[config.mk]
export PLATFORM = sky130hd
export DESIGN_NAME = seg_scan_ctrl_flat
export DESIGN_NICKNAME = d
export VERILOG_FILES = /design/src/rtl/seg_scan_ctrl_if.sv /design/src/rtl/seg_scan_ctrl.sv /design/src/flat_wrapper.sv
export SDC_FILE = /design/constraint.sdc
export NUM_CORES = 1
export LEC_CHECK = 0
export ABC_AREA = 0
export CAP_MARGIN = 10
export CORE_AREA = 3 3 143 145
export DETAILED_ROUTE_END_ITERATION = 10
export DIE_AREA = 0 0 146 148
export GPL_ROUTABILITY_DRIVEN = 0
export PLACE_DENSITY = 0.56
export SLEW_MARGIN = 5
export SYNTH_ARGS = -nofsm -noshare
export SYNTH_HDL_FRONTEND = slang
export SYNTH_SLANG_ARGS = --single-unit
[constraint.sdc]
create_clock -name clk -period 2.1 [get_ports clk]
set_clock_uncertainty 0.05 [all_clocks]
set_input_delay 0.63 -clock clk [delete_from_list [all_inputs] [get_ports clk]]
set_output_delay 0.63 -clock clk [all_outputs]
set_load 0.05 [all_outputs]
[src/rtl/seg_scan_ctrl_if.sv]
// Host-side bundle for seg_scan_ctrl: display update inputs plus scan and status outputs.
// master = whoever issues updates, slave = the scan controller.
interface seg_scan_ctrl_if #(
  parameter int unsigned DIGITS = 5
);
  logic [8*DIGITS-1:0] data_in;
  logic [1:0]          mode_in;
  logic [2:0]          cursor_in;
  logic                load;
  logic [DIGITS-1:0]   seg_select;
  logic [7:0]          seg_out;
  logic                frame_start;
  logic [2:0]          flash_cnt;
  logic                busy;

  modport master (
    output data_in, mode_in, cursor_in, load,
    input  seg_select, seg_out, frame_start, flash_cnt, busy
  );

  modport slave (
    input  data_in, mode_in, cursor_in, load,
    output seg_select, seg_out, frame_start, flash_cnt, busy
  );
endinterface

[src/rtl/seg_scan_ctrl.sv]
// Time-multiplexed 7-segment scan controller with tear-free updates and flash modes.
// Optional SEG_GHOST_BLANK_EN: blank the first BLANK_TICKS cycles of every digit.
module seg_scan_ctrl #(
  parameter int unsigned DIGITS       = 5,
  parameter int unsigned DIGIT_TICKS  = 20000,
  parameter int unsigned FLASH_FRAMES = 100,
  parameter int unsigned BLANK_TICKS  = 200
) (
  input  logic           clk,
  input  logic           reset,
  seg_scan_ctrl_if.slave bus
);

  localparam int unsigned IW = (DIGITS > 1) ? $clog2(DIGITS) : 1;
  localparam int unsigned TW = (DIGIT_TICKS > 1) ? $clog2(DIGIT_TICKS) : 1;
  localparam int unsigned FW = (FLASH_FRAMES > 1) ? $clog2(FLASH_FRAMES) : 1;
`ifdef SEG_GHOST_BLANK_EN
  localparam bit GHOST_BLANK = 1'b1;
`else
  localparam bit GHOST_BLANK = 1'b0;
`endif

  typedef enum logic [1:0] {
    MODE_CONST  = 2'd0,
    MODE_FLASH  = 2'd1,
    MODE_CURSOR = 2'd2,
    MODE_BLANK  = 2'd3
  } mode_e;

  typedef enum logic {
    PHASE_ON  = 1'b0,
    PHASE_OFF = 1'b1
  } phase_e;

  typedef struct packed {
    logic [8*DIGITS-1:0] data;
    mode_e               mode;
    logic [2:0]          cursor;
  } cfg_t;

  localparam cfg_t CFG_RESET = '{data: '0, mode: MODE_BLANK, cursor: '0};

  logic [TW-1:0]     tick_q, tick_d;
  logic [IW-1:0]     idx_q, idx_d;
  logic [FW-1:0]     frm_q, frm_d;
  phase_e            phase_q, phase_d;
  logic [2:0]        flash_cnt_q, flash_cnt_d;
  cfg_t              pend_q, pend_d;
  cfg_t              shadow_q, shadow_d;
  logic              pend_valid_q, pend_valid_d;
  logic [DIGITS-1:0] seg_select_q, seg_select_d;
  logic [7:0]        seg_out_q, seg_out_d;
  logic              frame_start_q, frame_start_d;

  logic              tick_wrap, boundary, apply, mode_change, flashing;
  logic              dark, blank;
  logic [DIGITS-1:0] sel_onehot;
  logic [7:0]        seg_raw;

  // Scan counters, pending/shadow update and flash timing.
  // NOTE: every signal written here gets its default first, so no path can infer a latch.
  always_comb begin
    tick_wrap   = (tick_q == TW'(DIGIT_TICKS - 1));
    boundary    = tick_wrap && (idx_q == IW'(DIGITS - 1));
    apply       = boundary && pend_valid_q;
    mode_change = apply && (pend_q.mode != shadow_q.mode);
    flashing    = (shadow_q.mode == MODE_FLASH) || (shadow_q.mode == MODE_CURSOR);

    tick_d       = tick_wrap ? '0 : tick_q + TW'(1);
    idx_d        = idx_q;
    pend_d       = pend_q;
    pend_valid_d = pend_valid_q;
    shadow_d     = shadow_q;
    frm_d        = frm_q;
    phase_d      = phase_q;
    flash_cnt_d  = flash_cnt_q;

    if (tick_wrap) begin
      idx_d = (idx_q == IW'(DIGITS - 1)) ? '0 : idx_q + IW'(1);
    end

    if (apply) begin
      shadow_d     = pend_q;
      pend_valid_d = 1'b0;
    end
    // A load on the boundary cycle lands in the pending buffer after the swap above.
    if (bus.load) begin
      pend_d       = '{data: bus.data_in, mode: mode_e'(bus.mode_in), cursor: bus.cursor_in};
      pend_valid_d = 1'b1;
    end

    if (boundary) begin
      if (mode_change) begin
        frm_d       = '0;
        phase_d     = PHASE_ON;
        flash_cnt_d = '0;
      end else if (frm_q == FW'(FLASH_FRAMES - 1)) begin
        frm_d   = '0;
        phase_d = (phase_q == PHASE_ON) ? PHASE_OFF : PHASE_ON;
        if ((phase_q == PHASE_OFF) && flashing && (flash_cnt_q != 3'd7)) begin
          flash_cnt_d = flash_cnt_q + 3'd1;
        end
      end else begin
        frm_d = frm_q + FW'(1);
      end
    end
  end

  // Next-cycle digit drive, gated by mode, flash phase and ghost blanking.
  always_comb begin
    sel_onehot = '0;
    seg_raw    = '0;
    for (int i = 0; i < DIGITS; i++) begin
      if (idx_q == IW'(i)) begin
        sel_onehot[i] = 1'b1;
        seg_raw       = shadow_q.data[8*(DIGITS-1-i) +: 8];
      end
    end

    dark = (phase_q == PHASE_OFF) &&
           ((shadow_q.mode == MODE_FLASH) ||
            ((shadow_q.mode == MODE_CURSOR) && (32'(idx_q) == 32'(shadow_q.cursor))));
    blank = GHOST_BLANK && (32'(tick_q) < BLANK_TICKS);

    seg_select_d = '0;
    seg_out_d    = '0;
    if ((shadow_q.mode != MODE_BLANK) && !blank) begin
      seg_select_d = sel_onehot;
      seg_out_d    = dark ? 8'h00 : seg_raw;
    end
    frame_start_d = (idx_q == '0) && (tick_q == '0);
  end

  // NOTE: the wide shadow and pending registers are reset too, so the panel comes up blank.
  // NOTE: clocked state uses non-blocking assignments only; the comb blocks above use blocking.
  always_ff @(posedge clk or negedge reset) begin
    if (!reset) begin
      tick_q        <= '0;
      idx_q         <= '0;
      frm_q         <= '0;
      phase_q       <= PHASE_ON;
      flash_cnt_q   <= '0;
      pend_q        <= CFG_RESET;
      pend_valid_q  <= 1'b0;
      shadow_q      <= CFG_RESET;
      seg_select_q  <= '0;
      seg_out_q     <= '0;
      frame_start_q <= 1'b0;
    end else begin
      tick_q        <= tick_d;
      idx_q         <= idx_d;
      frm_q         <= frm_d;
      phase_q       <= phase_d;
      flash_cnt_q   <= flash_cnt_d;
      pend_q        <= pend_d;
      pend_valid_q  <= pend_valid_d;
      shadow_q      <= shadow_d;
      seg_select_q  <= seg_select_d;
      seg_out_q     <= seg_out_d;
      frame_start_q <= frame_start_d;
    end
  end

  assign bus.seg_select  = seg_select_q;
  assign bus.seg_out     = seg_out_q;
  assign bus.frame_start = frame_start_q;
  assign bus.flash_cnt   = flash_cnt_q;
  assign bus.busy        = pend_valid_q;

endmodule

[src/flat_wrapper.sv]
// flat-port wrapper written by rule: the top's interface ports become plain ports
module seg_scan_ctrl_flat 
#(
  parameter int unsigned DIGITS       = 5,
  parameter int unsigned DIGIT_TICKS  = 20000,
  parameter int unsigned FLASH_FRAMES = 100,
  parameter int unsigned BLANK_TICKS  = 200
)
  (clk, reset, bus_data_in, bus_mode_in, bus_cursor_in, bus_load, bus_seg_select, bus_seg_out, bus_frame_start, bus_flash_cnt, bus_busy);
  seg_scan_ctrl_if #(.DIGITS(DIGITS)) bus_i ();
  input  logic clk;
  input  logic reset;
  input wire logic [$bits(bus_i.data_in)-1:0] bus_data_in;
  input wire logic [$bits(bus_i.mode_in)-1:0] bus_mode_in;
  input wire logic [$bits(bus_i.cursor_in)-1:0] bus_cursor_in;
  input wire logic [$bits(bus_i.load)-1:0] bus_load;
  output wire logic [$bits(bus_i.seg_select)-1:0] bus_seg_select;
  output wire logic [$bits(bus_i.seg_out)-1:0] bus_seg_out;
  output wire logic [$bits(bus_i.frame_start)-1:0] bus_frame_start;
  output wire logic [$bits(bus_i.flash_cnt)-1:0] bus_flash_cnt;
  output wire logic [$bits(bus_i.busy)-1:0] bus_busy;
  assign bus_i.data_in = bus_data_in;
  assign bus_i.mode_in = bus_mode_in;
  assign bus_i.cursor_in = bus_cursor_in;
  assign bus_i.load = bus_load;
  assign bus_seg_select = bus_i.seg_select;
  assign bus_seg_out = bus_i.seg_out;
  assign bus_frame_start = bus_i.frame_start;
  assign bus_flash_cnt = bus_i.flash_cnt;
  assign bus_busy = bus_i.busy;
  seg_scan_ctrl #(.DIGITS(DIGITS), .DIGIT_TICKS(DIGIT_TICKS), .FLASH_FRAMES(FLASH_FRAMES), .BLANK_TICKS(BLANK_TICKS)) u_core (.clk(clk), .reset(reset), .bus(bus_i));
endmodule
==> results_dict.tcl <==
set metrics [dict create \
    status "finished clean" \
    ctsResizeCount 0 \
    cts_buffers 17 \
    cp.required_ps 2410 \
    syn_avg_cell_area_sq_um 13.43 \
    clock-sinks 134 \
    synthFlopType "dfrtp_1" \
    max_freq_ghz 0.4884 \
    power_leakage_uw 0.003501 \
    r2r_slack_ps 50 \
    slew_violations 0 \
    antenna_left 0 \
    start_util_pct 30.69 \
    core_area_sq_mm 0.01933 \
    clockBufferDepth 2 \
    final_util_pct 39.29 \
    cts_setup_buffers 0 \
    fin_crit_ps 2047 \
    setup_violations 0 \
    syn_area_sq_mm 0.005934 \
    rows 51 \
    io-pin-count 66 \
    path_clk_slew_ps 60 \
    cp_common_cell "ha_1" \
    vdd_drop_max_v 0.0005502 \
    cp_num_buf_inv 1 \
    drc 0 \
    power_density_mw_per_mm2 791.8 \
    dp_hpwl_mm 8.691 \
    cts_tree "built" \
    whs_ps 160.1 \
    drive_gt1_share_pct 32.34 \
    path_class "reg -> reg" \
    ys_seq_area_share_pct 56.59 \
    yosysWarnings 0 \
    path_cells "buf_4 > ha_1 > ha_1 > or2_2 > o31ai_1 > o211a_1" \
    grt-ovfl-total 0 \
    hold_buffers 0 \
    drt_first_pass_iters 4 \
    fin_tns_setup_ps 0 \
    syn_nets 503 \
    syn2layout_area_growth_pct 28.02 \
    crit_fanout 8 \
    slew-limit-headroom_pct 69.38 \
    crit_slowest_cell "o31ai_1" \
    pre_cts_slack_ps 88.95 \
    grt_pass1_vias 3895 \
    cp.arrival_ps 2350 \
    synth_cells 442 \
    routed_wl_mm 12.48 \
    hold_viol_final 0 \
    h-tree-depth 4 \
    synth_edf_count 0 \
    viasPerCell 4.590 \
    grt_use_total_pct 12.13 \
    drv_cap 0 \
    crit_family "compound AO/OA/AOI/OAI gates" \
    die_h_um 148 \
    routedWlPerCell_um 15.54 \
    antenna_cells 0 \
    grt_max_degree 69 \
    antenna_found_initial 0 \
    die_w_um 146 \
    clk_latency_ps 420 \
    endpoint_kind "flip-flop" \
    worst_pin_slew_ps 459.2 \
    ys_ff_latch 134 \
    drtIter0Drc 234 \
    finalCritPeriodShare_pct 97.49 \
    setup_ws_ps 52.70 \
    dieArea_sq_mm 0.02161 \
    critical-path-max-stage-delay_ps 430 \
    critPathLaunchType "flip-flop" \
    hold_path.class "in -> async" \
    final_nets 587 \
    yosysUniqueCellTypes 42 \
    vias 3686 \
    clockRootBuffer "clkbuf_16" \
    grt_pass1_wl_mm 20.56 \
    synthArstFlopShare_pct 100.0 \
    port_buffers 65 \
]
==> sequential cells by signal, indices dropped and copies added, names as in the netlist <==
| signal | count |
|---|---|
| u_core.frm_q | 7 |
| u_core.tick_q | 15 |
| u_core.bus.seg_select | 5 |
| u_core.bus.seg_out | 8 |
| u_core.idx_q | 3 |
| u_core.bus.flash_cnt | 3 |
| u_core.shadow_q | 45 |
| u_core.bus.busy | 1 |
| u_core.phase_q | 1 |
| u_core.bus.frame_start | 1 |
| u_core.pend_q | 45 |
==> cells in the mapped netlist (2+ instances only) <==
master	count	area [sq um]
a21o_1	3	22.52
a21oi_1	20	100.1
a221oi_1	8	70.07
a22o_1	3	26.28
and2_1	7	43.79
and4_1	5	43.79
buf_2	3	15.01
buf_6	4	45.04
clkbuf_1	13	48.80
dfrtp_1	130	3253
dfstp_2	4	105.1
ha_1	13	162.7
inv_1	16	60.06
mux2_2	51	574.3
mux2_4	40	600.6
nand2_1	17	63.81
nand3_1	8	40.04
nand4_1	7	43.79
nor2_1	19	71.32
nor2b_1	4	25.02
nor3_1	2	10.01
nor3b_1	6	45.04
nor4_1	2	12.51
o211a_1	3	30.03
o211ai_1	3	22.52
o21ai_0	14	70.07
o31ai_1	5	37.54
or3_1	5	31.28
or4b_1	2	20.02
xnor2_1	9	78.83
xor2_1	5	43.79
==> layout make-up <==
| cell class | instances | area [sq um] |
|---|---|---|
| Clock buffer | 22 | 474.2 |
| Clock inverter | 9 | 125.1 |
| Fill cell | 1796 | 11740 |
| Inverter | 16 | 60.06 |
| Multi-Input combinational cell | 272 | 2434 |
| Sequential cell | 134 | 3358 |
| Tap cell | 265 | 331.6 |
| Timing Repair Buffer | 85 | 814.5 |
==> through the flow <==
stage          power, uW  cells  area, sq um
4_1_cts             6109    803         7567
6_report            6016    803         7597
5_1_grt             6247    803         7597
2_1_floorplan       2864    442         5934
3_3_place_gp        3051    772         6968
3_5_place_dp        3059    772         6968
==> routing by layer <==
layer | GRT usage, % | wire length [um] | vias up
li1 | - | - | 1748
met2 | 19.73 | 6116 | 83
met1 | 15.46 | 5712 | 1837
met3 | 3.219 | 445 | 18
met5 | 0 | 0 | -
met4 | 4.939 | 201 | 0
==> cells by family (layout without fill, tap and decap cells) <==
group	count (synthesis)	count (layout)	synth area share, %
AO/OA/AOI/OAI	61	61	6.684
XOR/XNOR	14	14	2.066
adder cells (fa/ha/maj)	13	13	2.741
buffers and inverters	36	132	2.846
flip-flops	134	134	56.59
multiplexers	92	92	19.97
AND/OR/NAND/NOR	92	92	9.108
==> power by group <==
group	internal, uW	switching (uW)
logic	170	105
clock network	1940	1070
registers	2670	54.8
total	4790	1230
==> cells in the final DEF, fill, tap and decap left out, drive strengths merged, types with 8 or more instances in the layout <==
master / synthesis / layout
dfrtp: 130 / 130
inv: 16 / 16
clkdlybuf4s50: 0 / 45
buf: 7 / 40
ha: 13 / 13
nand3: 9 / 9
nor2: 19 / 19
a221oi: 8 / 8
o21ai: 14 / 14
mux2: 91 / 91
clkbuf: 13 / 22
nand2: 17 / 17
xnor2: 9 / 9
a21oi: 20 / 20
==> worst paths after layout <==
check	startpoint	to	depth (start not counted)
min in group clk	u_core.pend_q[22]$_DFFE_PN0P_	u_core.shadow_q[22]$_DFFE_PN0P_	1
hold / removal	reset	u_core.frm_q[3]$_DFFE_PN0P_	2
setup reg to reg	u_core.idx_q[0]$_DFFE_PN0N_	u_core.bus.seg_out[7]$_DFF_PN0_	6
max in group asynchronous	reset	u_core.shadow_q[4]$_DFFE_PN1P_	2
hold reg to reg	u_core.pend_q[22]$_DFFE_PN0P_	u_core.shadow_q[22]$_DFFE_PN0P_	1
setup / recovery	u_core.idx_q[0]$_DFFE_PN0N_	u_core.bus.seg_out[7]$_DFF_PN0_	6
No activity file was read; power rests on OpenSTA's default activity.
